--- src/rtl/clock_pkg.sv ---
// Shared limits, field-select encodings and BCD range check for the hh:mm:ss timekeeper.
package clock_pkg;

  localparam logic [7:0] SEC_MAX  = 8'h59;
  localparam logic [7:0] MIN_MAX  = 8'h59;
  localparam logic [7:0] HOUR_MAX = 8'h23;

  localparam logic [1:0] SEL_SEC  = 2'd0;
  localparam logic [1:0] SEL_MIN  = 2'd1;
  localparam logic [1:0] SEL_HOUR = 2'd2;
  localparam logic [1:0] SEL_NONE = 2'd3;

  // Packed-BCD compare is order-preserving once both digits are decimal.
  function automatic logic bcd_valid(input logic [7:0] value, input logic [7:0] max);
    return (value[3:0] <= 4'd9) && (value[7:4] <= 4'd9) && (value <= max);
  endfunction

endpackage

--- src/rtl/bcd_mod_counter.sv ---
// Two-digit packed-BCD counter, 00..MAX, with parallel load and combinational wrap flag.
module bcd_mod_counter
  import clock_pkg::*;
#(
  parameter logic [7:0] MAX = SEC_MAX
) (
  input  logic       clk,
  input  logic       rst_n,
  input  logic       inc,
  input  logic       load,
  input  logic [7:0] load_val,
  output logic [7:0] value,
  output logic       wrap
);

  logic [7:0] value_d, value_q;

  always_comb begin
    value_d = value_q;
    if (load) begin
      value_d = load_val;
    end else if (inc) begin
      if (value_q == MAX) begin
        value_d = 8'h00;
      end else if (value_q[3:0] == 4'd9) begin
        value_d = {value_q[7:4] + 4'd1, 4'd0};
      end else begin
        value_d = {value_q[7:4], value_q[3:0] + 4'd1};
      end
    end
  end

  always_ff @(posedge clk or negedge rst_n) begin
    if (!rst_n) begin
      value_q <= 8'h00;
    end else begin
      value_q <= value_d;
    end
  end

  assign value = value_q;
  assign wrap  = inc && (value_q == MAX);

endmodule

--- src/rtl/bcd_time_counter.sv ---
// 24-hour BCD timekeeper: 1 Hz prescaler, sec/min/hour chain, set-mode stepping, checked load.
module bcd_time_counter
  import clock_pkg::*;
#(
  parameter int unsigned TICK_DIV = 50_000_000
) (
  input  logic       clk,
  input  logic       rst_n,
  input  logic       set_en,
  input  logic [1:0] set_sel,
  input  logic       set_inc,
  input  logic       load_valid,
  input  logic [7:0] load_hour,
  input  logic [7:0] load_min,
  input  logic [7:0] load_sec,
  output logic [7:0] curHour,
  output logic [7:0] curMin,
  output logic [7:0] curSec,
  output logic       sec_pulse,
  output logic       load_err
);

  localparam int unsigned CntW = $clog2(TICK_DIV);
  localparam logic [CntW-1:0] CntTerm = CntW'(TICK_DIV - 1);

  logic [CntW-1:0] cnt_d, cnt_q;
  logic            load_ok, tick, step;
  logic            step_sec, step_min, step_hour;
  logic            sec_inc, min_inc, hour_inc;
  logic            sec_wrap, min_wrap, hour_wrap_unused;
  logic            sec_pulse_q, load_err_q;

  assign load_ok = load_valid && bcd_valid(load_hour, HOUR_MAX)
                   && bcd_valid(load_min, MIN_MAX) && bcd_valid(load_sec, SEC_MAX);

  // Any load request, accepted or not, pre-empts stepping and the tick in that cycle.
  assign step = set_en && set_inc && !load_valid;
  assign tick = !set_en && !load_valid && (cnt_q == CntTerm);

  always_comb begin
    step_sec  = 1'b0;
    step_min  = 1'b0;
    step_hour = 1'b0;
    if (step) begin
      unique case (set_sel)
        SEL_SEC:  step_sec  = 1'b1;
        SEL_MIN:  step_min  = 1'b1;
        SEL_HOUR: step_hour = 1'b1;
        SEL_NONE: ;
      endcase
    end
  end

  // Ticks and steps are mutually exclusive, so a stepped field never carries onward.
  assign sec_inc  = tick || step_sec;
  assign min_inc  = (tick && sec_wrap) || step_min;
  assign hour_inc = (tick && sec_wrap && min_wrap) || step_hour;

  always_comb begin
    if (set_en || load_ok || (cnt_q == CntTerm)) begin
      cnt_d = '0;
    end else begin
      cnt_d = cnt_q + CntW'(1);
    end
  end

  always_ff @(posedge clk or negedge rst_n) begin
    if (!rst_n) begin
      cnt_q       <= '0;
      sec_pulse_q <= 1'b0;
      load_err_q  <= 1'b0;
    end else begin
      cnt_q       <= cnt_d;
      sec_pulse_q <= tick;
      load_err_q  <= load_valid && !load_ok;
    end
  end

  bcd_mod_counter #(
    .MAX(SEC_MAX)
  ) u_sec (
    .clk     (clk),
    .rst_n   (rst_n),
    .inc     (sec_inc),
    .load    (load_ok),
    .load_val(load_sec),
    .value   (curSec),
    .wrap    (sec_wrap)
  );

  bcd_mod_counter #(
    .MAX(MIN_MAX)
  ) u_min (
    .clk     (clk),
    .rst_n   (rst_n),
    .inc     (min_inc),
    .load    (load_ok),
    .load_val(load_min),
    .value   (curMin),
    .wrap    (min_wrap)
  );

  bcd_mod_counter #(
    .MAX(HOUR_MAX)
  ) u_hour (
    .clk     (clk),
    .rst_n   (rst_n),
    .inc     (hour_inc),
    .load    (load_ok),
    .load_val(load_hour),
    .value   (curHour),
    .wrap    (hour_wrap_unused)
  );

  assign sec_pulse = sec_pulse_q;
  assign load_err  = load_err_q;

endmodule

--- config.mk ---
export PLATFORM = sky130hd
export DESIGN_NAME = bcd_time_counter
export DESIGN_NICKNAME = d
export VERILOG_FILES = /design/src/rtl/clock_pkg.sv /design/src/rtl/bcd_mod_counter.sv /design/src/rtl/bcd_time_counter.sv
export SDC_FILE = /design/constraint.sdc
export NUM_CORES = 1
export LEC_CHECK = 0
export ABC_AREA = 1
export BUFFER_PORTS_ARGS = -buffer_cell sky130_fd_sc_hd__buf_2
export CORE_UTILIZATION = 60
export DETAILED_ROUTE_END_ITERATION = 6
export MAX_ROUTING_LAYER = met4
export PLACE_DENSITY = 0.86
export SETUP_SLACK_MARGIN = 0.5
export SYNTH_ARGS = -nofsm -noshare
export SYNTH_HDL_FRONTEND = slang
export SYNTH_HIERARCHICAL = 1
export SYNTH_SLANG_ARGS = --single-unit
--- constraint.sdc ---
create_clock -name clk -period 7.1 [get_ports clk]
set_input_delay 1.065 -clock clk [delete_from_list [all_inputs] [get_ports clk]]
set_output_delay 1.065 -clock clk [all_outputs]
set_load 0.01 [all_outputs]
After elaboration in Yosys (flattened, before gate mapping)
Index checks and enable logic that the tools add are counted.
{"block": "word_totals", "wordCells": 89, "inputBits": 31, "out_inout_bits": 26, "ff_bits": 52}
{"block": "classes", "n_lt_le_gt_ge": 9, "eq_ne": 9, "addsub": 7, "mux": 19, "n_reduce_logical": 36}
{"operator": "8-bit two-way mux", "n": 12}
{"operator": "26-bit by 1-bit adder with 26-bit output, second input constant", "n": 1}
{"operator": "26-bit == test, second input constant", "n": 1}
{"operator": "26-bit two-way mux", "n": 1}
{"operator": "4-bit by 1-bit adder with 4-bit output, second input constant", "n": 6}
{"operator": "4-bit less-or-equal comparator, second input constant", "n": 6}
{"operator": "1-bit logical AND", "n": 18}
{"operator": "8-bit by 7-bit == test with 1-bit output, second input constant", "n": 2}
{"operator": "8-bit by 7-bit less-or-equal comparator with 1-bit output, second input constant", "n": 2}
{"operator": "4-bit == test, second input constant", "n": 3}
{"operator": "3-bit nonzero test", "n": 3}
{"operator": "8-bit by 6-bit == test with 1-bit output, second input constant", "n": 1}
{"operator": "8-bit by 6-bit less-or-equal comparator with 1-bit output, second input constant", "n": 1}
{"operator": "1-bit two-way mux", "n": 6}
{"operator": "2-bit AND reduction", "n": 3}
{"operator": "2-bit nonzero test", "n": 3}
{"operator": "1-bit logical OR", "n": 5}
{"operator": "1-bit zero test", "n": 3}
{"operator": "2-bit by 1-bit == test with 1-bit output, second input constant", "n": 1}
{"operator": "2-bit == test, second input constant", "n": 1}
{"operator": "2-bit zero test", "n": 1}

Longest topological paths before layout
{"block": "logic_depth", "word_depth": 12, "ltp_mapped": 20, "mapped_depth_nobuf": 20}

Cells and area by module
The synthesis kept the hierarchy.
{"mod": "bcd_time_counter", "area_per_inst_um2": 1814.2, "n_inst": 1, "seq_area_each_um2": 700.7, "cells_per_inst": 274}
{"mod": "bcd_mod_counter (u_min ...)", "area_per_inst_um2": 600.6, "n_inst": 2, "seq_area_each_um2": 200.2, "cells_per_inst": 76}
{"mod": "bcd_mod_counter (u_hour)", "area_per_inst_um2": 575.6, "n_inst": 1, "seq_area_each_um2": 200.2, "cells_per_inst": 75}

Least setup slack after synthesis
No wires, ideal clock.
{"block": "synth_path", "kind": "input to register", "from": "input port load_valid", "to": "register u_hour.value_q[2] (netlist: u_hour/value[2])", "n_path_buf": 0, "setup_time_ps": 136, "path_stages": 14, "setup_slack_ps": 3698, "required_ps": 6964, "arrival_ps": 3267, "path_cell_list": "nor2_1 > inv_1 > o21ai_0 > inv_2 > nor3_1 > nand3_1 > nand2_1 > inv_2 > nor3_1 > nand4_1 > nand2_1 > nor2_2 > a22oi_1 > o21ai_0"}
{"block": "synth_via", "elab_chain_cells": 11, "word_cells_on_any_way": 19, "cone_classes": "mux: 4; reduce/logical: 15"}
{"element": "start, declared", "line": "bcd_time_counter.sv:12", "text": "input logic load_valid,"}
{"element": "1-bit zero test *", "line": "bcd_time_counter.sv:37, bcd_time_counter.sv:38"}
{"element": "1-bit logical AND, on equally long branches", "line": "bcd_time_counter.sv:37, bcd_time_counter.sv:38"}
{"element": "1-bit two-way mux or 1-bit logical AND (tied branches)", "line": "bcd_time_counter.sv:44, bcd_time_counter.sv:38"}
{"element": "1-bit logical OR *", "line": "bcd_time_counter.sv:55", "text": "assign sec_inc = tick || step_sec;"}
{"element": "named net sec_inc", "line": "bcd_time_counter.sv:29", "text": "logic sec_inc, min_inc, hour_inc;"}
{"element": "1-bit logical AND *", "line": "bcd_mod_counter.sv:42", "text": "assign wrap = inc && (value_q == MAX);"}
{"element": "named net sec_wrap", "line": "bcd_time_counter.sv:30", "text": "logic sec_wrap, min_wrap, hour_wrap_unused;"}
{"element": "1-bit logical AND *", "line": "bcd_time_counter.sv:56", "text": "assign min_inc = (tick && sec_wrap) || step_min;"}
{"element": "1-bit logical OR *", "line": "bcd_time_counter.sv:56"}
{"element": "named net min_inc", "line": "bcd_time_counter.sv:29"}
{"element": "1-bit logical AND *", "line": "bcd_mod_counter.sv:42"}
{"element": "named net min_wrap", "line": "bcd_time_counter.sv:30"}
{"element": "1-bit logical AND *", "line": "bcd_time_counter.sv:57", "text": "assign hour_inc = (tick && sec_wrap && min_wrap) || step_hour;"}
{"element": "1-bit logical OR *", "line": "bcd_time_counter.sv:57"}
{"element": "named net hour_inc", "line": "bcd_time_counter.sv:29"}
{"element": "2-bit nonzero test (no line) *"}
{"element": "end signal, assigned", "line": "bcd_mod_counter.sv:37", "text": "value_q <= value_d;"}
{"element": "end, declared", "line": "bcd_mod_counter.sv:16", "text": "logic [7:0] value_d, value_q;"}
The timed path passes the listed nets; every way through them passes the cells marked *.
A chain may end at the register's enable or synchronous reset.

Final worst setup path
{"block": "layout_path", "from": "register cnt_q[0]", "to": "register u_hour.value_q[7] (netlist: u_hour/value[7])"}
{"block": "layout_via", "elab_chain_cells": 11}
{"element": "start, declared", "line": "bcd_time_counter.sv:26", "text": "logic [CntW-1:0] cnt_d, cnt_q;"}
{"element": "start signal, assigned", "line": "bcd_time_counter.sv:73", "text": "cnt_q <= cnt_d;"}
{"element": "26-bit == test", "line": "bcd_time_counter.sv:38", "text": "assign tick = !set_en && !load_valid && (cnt_q == CntTerm);"}
{"element": "1-bit logical AND", "line": "bcd_time_counter.sv:38"}
{"element": "1-bit logical OR", "line": "bcd_time_counter.sv:55"}
{"element": "named net sec_inc", "line": "bcd_time_counter.sv:29"}
{"element": "1-bit logical AND", "line": "bcd_mod_counter.sv:42"}
{"element": "named net sec_wrap", "line": "bcd_time_counter.sv:30"}
{"element": "1-bit logical AND", "line": "bcd_time_counter.sv:56"}
{"element": "1-bit logical OR", "line": "bcd_time_counter.sv:56"}
{"element": "named net min_inc", "line": "bcd_time_counter.sv:29"}
{"element": "1-bit logical AND", "line": "bcd_mod_counter.sv:42"}
{"element": "named net min_wrap", "line": "bcd_time_counter.sv:30"}
{"element": "1-bit logical AND", "line": "bcd_time_counter.sv:57"}
{"element": "1-bit logical OR", "line": "bcd_time_counter.sv:57"}
{"element": "named net hour_inc", "line": "bcd_time_counter.sv:29"}
{"element": "2-bit nonzero test (no line)"}
{"element": "2-bit AND reduction (no line)"}
The timed path passes the listed nets, and every way through them passes these cells.

==> metrics.txt <==
outcome completed; post-route cell area between 4000 and 5000 sq um; post-CTS setup buffers 0; CTS tree built; DRC Markers 0; Hold Buf Count CTS 0; clk buf depth 2; Port Buffers 56; final WL between 8000 and 9000 microns; syn_area_per_cell 7.181 sq um; RSZ-0062 raised after global routing no; Ys Warns 6; clk sink count 52; Placed Instance Area slightly below 4000 sq um; Overflow after GRT 0; Rows 27; syn nets 543; final number of hold-violating endpoints 0; Resize count post-CTS 0; DRT iter0 DRCs 217; Critical Path Max Stage Delay approximately 0.66 ns; die width approximately 79 microns; initial core utilization 0.6352; DPL Wire Length 6142 microns; TritonRoute pass-1 iters 4; antenna diode count 0; Setup CP Type reg2reg; via count 3406; Max IR drop VDD 0.1240 mV; Area Growth Syn to Fin 12.36%; # fillers roughly 460; area of the core 5642 sq um; Root Driver clkbuf_8; layout cells sized above 1 0.1893; worst-path cell chain ha_1 -> nand3_2 -> inv_2 -> nand3_1 -> nor2_1 -> nand2_1 -> o21ai_0 -> inv_2 -> nor3_1 -> nand3_1 -> nand2_1 -> inv_2 -> nor3_1 -> nand4_1 -> nand2_1 -> nor2_2 -> inv_1 -> nand2_2 -> nand2_1 -> nand2_1; Arrival @ worst endpoint ~3.9 ns; Final Cycle Share 0.5221; initial antenna violation count 0; Max-slew headroom 0.4501; Final nets roughly 600; most common cell after layout, fill and taps aside nand2_1; element type at the critical path end flop; Max Freq 0.2698 GHz; GPL Wtd Cong between 0.9 and 1; CP dominant cell by count nand2_1; commonest non-fill, non-tap cells in the layout 133 x nand2_1, 100 x nor2_1, 56 x buf_2; CP startpoint kind flop; Pins Over Slew Limit 0; H-tree depth 2; Worst Skew between 0.009 and 0.01 ns; leak pwr slightly below 2 nW; vias in the first global route approximately 3300; largest net degree at the start of global routing between 50 and 60; final setup fails 0; die area ~6300 sq um; Cells after Synth about 500; global-route wire length before repair around 14000 microns; r2r setup slk 3.39 ns; latest clock arrival within the worst-skew pair ~0.30 ns; Total GRT Usage 0.2849; wire per inst between 10 and 15 microns; areal power density over the cells ~180 nW/um^2; DIE HEIGHT 79.28 microns; largest fanout on the critical path 7; Max Cap Violations 0; CP required around 7.3 ns; antenna-violating nets left 0; Clk pin slew, worst setup/hold paths 0.08 ns; total CTS buffers 5; Tmin final approximately 3.7 ns; DR vias/cell ~5.4; io pins 57; worst slew pin tran just over 0.8 ns; Setup TNS Final 0 ns; worst min-delay path class reg2reg; slowest stage cell on the critical path o21ai_0; mapped cell area 3583 sq um
==> metrics by stage <==
step                  util  power (mW)  worst slack, ns  hold WS [ns]  std cells
floorplan                -      0.4669            3.720        0.4884        499
global placement    0.6946      0.5276            3.409        0.5157        624
detailed placement  0.6946      0.5345            3.231        0.5232        624
CTS                 0.7137      0.7336            3.375        0.5356        632
global route        0.7137      0.7746            2.988        0.5987        632
finish              0.7137      0.7307            3.393        0.5338        632
==> layer usage <==
layer / vias to the layer above / share of wire / wire length [microns] / GRT usage
li1: 1693 / - / - / -
met1: 1584 / 0.44 / 3548 / 0.3473
met2: 111 / 0.49 / 3942 / 0.4957
met3: 18 / 0.049 / 396 / 0.03908
met4: 0 / 0.018 / 142 / 0.07455
met5: - / 0 / 0 / -
==> critical path: cells and delay by family (launching register included) <==
| kind | cells | cell delay, ns |
|---|---|---|
| adders and majority gates | 1 | 0.31 |
| DFF | 1 | 0.43 |
| buffers and inverters | 4 | 0.38 |
| AOI/OAI and AO/OA | 1 | 0.66 |
| and+or+nand+nor | 14 | 1.82 |
==> final cells by class <==
type                    instances  area, sq um  share of cell area
repair buffers                 58        295.3             0.07334
inverters                      58        222.7             0.05531
clock inverters                 2        35.03            0.008701
well taps                      72        90.09             0.02237
multi-input cells             384         2009              0.4991
clock buffers                   6        72.57             0.01802
flip-flops and latches         52         1301              0.3232
==> registers in the layout (all words and copies together), names as in the netlist <==
signal and flops:
cnt_q 26, sec_pulse 1, load_err 1, u_sec/value 8, u_hour/value 8, u_min/value 8
==> path summary, 6_finish.rpt <==
check	from	end	cells past startpoint
worst max register to register	cnt_q[0]	u_hour/value[7]	20
worst min register to register	cnt_q[0]	cnt_q[0]	1
min in group asynchronous	rst_n	cnt_q[19]	2
worst min-delay path	cnt_q[0]	cnt_q[0]	1
max in group asynchronous	rst_n	u_hour/value[2]	2
worst max-delay path	cnt_q[0]	u_hour/value[7]	20
==> where the power goes <==
part	total, mW	switching, mW	internal (mW)
clock network	0.200	0.0956	0.105
registers	0.371	0.0462	0.325
logic	0.159	0.0880	0.0711
No activity file was read; power rests on OpenSTA's default activity.
